**src/rtl/hdlc_rx_channel.sv**
```systemverilog
// HDLC receive front end: line sampling, flag/abort detection, zero de-stuffing, byte assembly and framing.
// Optional RX_SYNC_EN inserts a two-flop synchronizer on Rx ahead of RxD.
module hdlc_rx_channel #(
   parameter int MIN_BYTES = 1
) (
   input  logic       Clk,
   input  logic       Rst,
   input  logic       Rx,
   input  logic       Rx_Enable,
   output logic       RxD,
   output logic       Rx_FlagDetect,
   output logic       Rx_AbortDetect,
   output logic       ZeroDetect,
   output logic       Rx_ValidFrame,
   output logic [7:0] Rx_Data,
   output logic       Rx_NewByte,
   output logic       Rx_EoF,
   output logic       Rx_AbortSignal,
   output logic       Rx_FrameError
);

   typedef enum logic {IDLE = 1'b0, FRAME = 1'b1} state_t;

   localparam logic [7:0] FLAG_PAT  = 8'h7E;
   localparam logic [7:0] ABORT_PAT = 8'hFE;  // newest bit at MSB: 0 followed by seven 1s
   localparam logic [7:0] MIN_B     = 8'(MIN_BYTES);

   state_t      state, next_state;
   logic        line_in;
   logic [6:0]  pattern;
   logic [7:0]  window;
   logic [2:0]  ones_cnt;
   logic [7:0]  dl_bit, dl_stf, dl_vld;
   logic        take_bit;
   logic [6:0]  shreg;
   logic [2:0]  bit_cnt;
   logic [7:0]  byte_cnt;
   logic        clr_cnt, close_frame, abort_frame;
   logic        eof_pend, err_pend;

`ifdef RX_SYNC_EN
   logic [1:0] sync;

   always_ff @(posedge Clk or negedge Rst) begin
      if (!Rst) sync <= 2'b00;
      else      sync <= {sync[0], Rx};
   end

   assign line_in = sync[1];
`else
   assign line_in = Rx;
`endif

   // Line sample and 8-bit window; the newest bit sits at the MSB
   assign window = {RxD, pattern};

   always_ff @(posedge Clk or negedge Rst) begin
      if (!Rst) begin
         RxD            <= 1'b0;
         pattern        <= 7'h7F;
         Rx_FlagDetect  <= 1'b0;
         Rx_AbortDetect <= 1'b0;
         ones_cnt       <= 3'd0;
      end else begin
         RxD            <= line_in;
         pattern        <= window[7:1];
         Rx_FlagDetect  <= Rx_Enable && (window == FLAG_PAT);
         Rx_AbortDetect <= Rx_Enable && (window == ABORT_PAT);
         if (RxD) ones_cnt <= (ones_cnt == 3'd7) ? ones_cnt : ones_cnt + 3'd1;
         else     ones_cnt <= 3'd0;
      end
   end

   // Exactly five ones then a zero is a stuffed bit; six ones belong to a flag or abort
   assign ZeroDetect = Rx_ValidFrame && !RxD && (ones_cnt == 3'd5);

   // Delay line: by the time a flag/abort is recognised its own bits are still inside it
   always_ff @(posedge Clk or negedge Rst) begin
      if (!Rst) begin
         dl_bit <= 8'h00;
         dl_stf <= 8'h00;
         dl_vld <= 8'h00;
      end else begin
         dl_bit <= {dl_bit[6:0], RxD};
         dl_stf <= {dl_stf[6:0], ZeroDetect};
         if (!Rx_Enable)
            dl_vld <= 8'h00;
         else if (Rx_FlagDetect || Rx_AbortDetect)
            dl_vld <= 8'h01;
         else
            dl_vld <= {dl_vld[6:0], 1'b1};
      end
   end

   assign take_bit = (state == FRAME) && Rx_Enable && dl_vld[7] && !dl_stf[7] &&
                     !Rx_FlagDetect && !Rx_AbortDetect;

   // Framing FSM
   always_ff @(posedge Clk or negedge Rst) begin
      if (!Rst) state <= IDLE;
      else      state <= next_state;
   end

   always_comb begin
      next_state  = state;
      clr_cnt     = 1'b0;
      close_frame = 1'b0;
      abort_frame = 1'b0;
      if (!Rx_Enable) begin
         next_state = IDLE;
      end else begin
         case (state)
            IDLE: begin
               if (Rx_FlagDetect) begin
                  next_state = FRAME;
                  clr_cnt    = 1'b1;
               end
            end
            FRAME: begin
               if (Rx_FlagDetect) begin
                  if (byte_cnt >= MIN_B) begin
                     next_state  = IDLE;
                     close_frame = 1'b1;
                  end else begin
                     clr_cnt = 1'b1;
                  end
               end else if (Rx_AbortDetect) begin
                  next_state  = IDLE;
                  abort_frame = 1'b1;
               end
            end
            default: next_state = IDLE;
         endcase
      end
   end

   assign Rx_ValidFrame = (state == FRAME);

   // Byte assembly, LSB first
   always_ff @(posedge Clk or negedge Rst) begin
      if (!Rst) begin
         shreg      <= 7'd0;
         bit_cnt    <= 3'd0;
         byte_cnt   <= 8'd0;
         Rx_Data    <= 8'd0;
         Rx_NewByte <= 1'b0;
      end else begin
         Rx_NewByte <= take_bit && (bit_cnt == 3'd7);
         if (clr_cnt || close_frame) begin
            bit_cnt  <= 3'd0;
            byte_cnt <= 8'd0;
         end else if (take_bit) begin
            shreg   <= {dl_bit[7], shreg[6:1]};
            bit_cnt <= bit_cnt + 3'd1;
            if (bit_cnt == 3'd7) begin
               Rx_Data  <= {dl_bit[7], shreg};
               byte_cnt <= (byte_cnt == 8'hFF) ? byte_cnt : byte_cnt + 8'd1;
            end
         end
      end
   end

   // End-of-frame signalling: EoF trails the ValidFrame fall by one cycle
   always_ff @(posedge Clk or negedge Rst) begin
      if (!Rst) begin
         eof_pend       <= 1'b0;
         err_pend       <= 1'b0;
         Rx_EoF         <= 1'b0;
         Rx_FrameError  <= 1'b0;
         Rx_AbortSignal <= 1'b0;
      end else begin
         eof_pend       <= close_frame;
         err_pend       <= close_frame && (bit_cnt != 3'd0);
         Rx_EoF         <= eof_pend && Rx_Enable;
         Rx_FrameError  <= err_pend && Rx_Enable;
         Rx_AbortSignal <= abort_frame;
      end
   end

endmodule
```
**config.mk**
```make
export PLATFORM = sky130hd
export DESIGN_NAME = hdlc_rx_channel
export DESIGN_NICKNAME = d
export VERILOG_FILES = /design/src/rtl/hdlc_rx_channel.sv
export SDC_FILE = /design/constraint.sdc
export NUM_CORES = 1
export LEC_CHECK = 0
export ABC_CLOCK_PERIOD_IN_PS = 1800
export BUFFER_PORTS_ARGS = -buffer_cell sky130_fd_sc_hd__buf_4
export CORE_ASPECT_RATIO = 2
export CORE_UTILIZATION = 58
export DETAILED_ROUTE_END_ITERATION = 6
export GPL_ROUTABILITY_DRIVEN = 0
export PLACE_DENSITY = 0.85
export SLEW_MARGIN = 40
export SYNTH_ARGS = -nofsm -noshare
export SYNTH_HDL_FRONTEND = slang
export SYNTH_SLANG_ARGS = --single-unit
```
**constraint.sdc**
```tcl
create_clock -name Clk -period 1.8 [get_ports Clk]
set_input_delay 0.09 -clock Clk [delete_from_list [all_inputs] [get_ports Clk]]
set_output_delay 0.09 -clock Clk [all_outputs]
set_load 0.005 [all_outputs]
```
==> impl_results.md <==
- Root buffer cell: clkbuf_8
- Synth cell count leaders: 63 x dfrtp_1, 32 x nand2_1, 9 x and2_1, 9 x ha_1, 8 x nand3_1
- Post-Synthesis Cells: 206
- Dpl cell area: 2850 um2
- Avg WL per Cell: around 14 um
- Mux share of post-synthesis cell area: 0.0374
- Inst Count DP: 279
- Leakage: ~1.5 nW
- XOR/XNOR share of the synthesized area: 0.00663
- Hold Crit Class: primary input to asynchronous set/reset pin
- Sequential-to-total area share from yosys stat: 0.667
- DRC Markers: 0
- Chip Width: 49.7 um
- Htree depth: 3
- Num rows: 34
- DR vias/cell: 5.38
- Crit path arrival time: 1.97 ns
- R2r setup slk: 0.10 ns
- Clock Sinks: 70
- Starting density of the core: 0.609
- Final Total Pwr: 2.89 mW
- Finished Layout Cells: 299
- Largest net degree at the start of global routing: just over 70
- Rel. slew slack: 0.610
- Vias in the first global route: 1685
- Core footprint: 4340 um2
- Routed Antenna Nets: 0
- Via count: 1608
- Die Y: 97.4 um
- Clock Latency Late Sink: 0.34 ns
- Post-synth EDFFs: 0
- Synth unique cells: 38
- Final setup fails: 0
- Hold Fails Final Rpt: 0
- Worst slew pin tran: 0.584 ns
- P per Cell Area: between 900 and 1000 nW/um2
- CP max FO: 4
- Status: completed
- Post-Syn Area per Cell: between 10 and 15 um2
- CTS tree: done
- Initial drt markers: 24
- Num ports: 21
- Main combinational cell family by area after synthesis: simple AND/OR/NAND/NOR gates
- Fraction of registers with async set/reset: 1.00
- Setup CP Type: register to register
- Area grow syn2layout: 16.8%
- Max VDD drop: 823 uV
- Crit. Startpoint: byte_cnt[1]
- CTS resizes: 0
- Share of cells above drive strength 1: 0.249
- Top-area cell type share of the netlist area: 0.597
- TritonCTS buffer count: 9
- Peak Freq: 588 MHz
- TNS Setup: 0 ns
- DR pass1 iterations: 4
- Full die area: 4840 um2
- Seq cells post-synth: 70
- Final Cell Area: 3080 um2
- Drt total wl: 4330 um
- Initial antenna violation count: 0
- First-pass GRT wire length: around 7500 um
- Max Slew Vio Count: 0
- Yosys top cell by area: dfrtp_1
- Global Route Usage Sum: 0.217
- # Max-Cap Violations: 0
- Dpl hpwl: 2930 um
- Mapped cell area: ~2600 um2
- Area contributors post-synth: dfrtp_1 60%, dfstp_2 7.0%, nand2_1 4.5%
- Nets: 253
- Critical path destination: Rx_ValidFrame
- FF-to-FF End: Rx_ValidFrame
- Antenna cell count: 0
- R2r worst-path depth: 6
- Critical Path Start Type: register
- Crit path time final: 1.70 ns
- RR Startpoint: byte_cnt[1]
- Max clock buf depth: 2
- RSZ-0062 raised after global routing: false
- Final critical-path share of the clock period: 0.944
- Complex-gate fraction of the synthesized area: 0.0379
- Count leader, synth: dfrtp_1
- Congestion Overflow GR: 0
- Synthesis warning total: 0
- Mapped Nets: 219
- Critical Path Sink Type: register
- Adder-Cell Fraction of Synth Area: 0.0426
- Post-Synth Simple-Gate Area: 0.185
- Port buffer count: 20
- Worst Skew: 0.00442 ns
- Synth Flop Type: dfrtp_1
- Clk slew on worst S/H paths: 0.07 ns
- Critical Path RT: 2.07 ns
## cell type report
class	count	area (um2)
flip-flops and latches	70	1760
fillers	328	1250
multi-input cells	124	818
repair buffers	28	221
clock buffers	10	128
well taps	54	67.6
clock inverters	6	62.6
inverters	7	26.3
## metrics by stage
stage / setup WS, ns / hold slack [ns] / utilization
2_1_floorplan: 0.221 / -0.206 / -
3_3_place_gp: 0.165 / 0.200 / 0.657
3_5_place_dp: 0.108 / 0.200 / 0.657
4_1_cts: 0.0889 / 0.351 / 0.708
5_1_grt: 0.0131 / 0.341 / 0.711
6_report: 0.100 / 0.302 / 0.711
## cells in the final DEF (no fill, tap or decap), types with 3 or more instances in the layout
| cell type | count |
|---|---|
| and2_1 | 9 |
| inv_1 | 7 |
| or3_1 | 5 |
| ha_1 | 9 |
| nand2_1 | 32 |
| nor2_1 | 7 |
| dlygate4sd3_1 | 3 |
| buf_4 | 24 |
| mux2_2 | 7 |
| nand3_1 | 8 |
| a21oi_1 | 7 |
| clkinv_2 | 3 |
| nor3b_1 | 3 |
| clkbuf_8 | 9 |
| dfrtp_1 | 63 |
| dfstp_2 | 7 |
| o21ai_0 | 5 |
| nor2b_1 | 3 |
| nor3_1 | 6 |
## state kept, by name (all words and copies together) (netlist names)
signal,flops
RxD,1
Rx_AbortDetect,1
Rx_AbortSignal,1
Rx_Data,8
Rx_EoF,1
Rx_FlagDetect,1
Rx_FrameError,1
Rx_NewByte,1
Rx_ValidFrame,1
bit_cnt,3
byte_cnt,8
dl_bit,8
dl_stf,8
dl_vld,8
eof_pend,1
err_pend,1
ones_cnt,3
pattern,7
shreg,7
## logic make-up (layout without fill, tap and decap cells)
| family | Yosys count | in the layout |
|---|---|---|
| compound gates | 16 | 16 |
| xor+xnor | 2 | 2 |
| fa+ha+maj | 9 | 9 |
| buf+inv | 12 | 51 |
| flops | 70 | 70 |
| mux | 9 | 9 |
| simple gates | 88 | 88 |
## critical path, cell delays in order (launching register included)
cell and delay, ns:
dfrtp_1 0.41, inv_1 0.08, ha_1 0.17, or4b_1 0.47, o21ai_1 0.28, a21oi_1 0.11
nor2b_1 0.12
## worst min-delay path by stage
stage,endpoint,start,slack [ns]
detailed placement,RxD,Rx,0.20
global route,Rx_Data[1],Rst,0.34
finish,Rx_Data[1],Rst,0.30
global placement,RxD,Rx,0.20
CTS,dl_bit[5],dl_bit[4],0.35
floorplan,RxD,Rst,-0.21
## report_power, final
group          internal, mW  leakage, nW  switching (mW)
Combinational        0.0248        0.507          0.0495
Clock                 0.637        0.100           0.558
Sequential             1.61        0.921          0.0171
## layer usage
layer  share of wire  track usage  vias up
met3           0.037       0.0579        7
met5               0            0        -
li1                -            -      759
met4           0.024        0.121        0
met1            0.39        0.232      810
met2            0.55        0.372       32
## timing repair
item,in CTS,in global routing
buffers inserted,0,1
endpoints found under the setup margin,0,1
hold buffers,3,0
hold endpoints to repair,65,0
(Power assumes the default switching activity.)
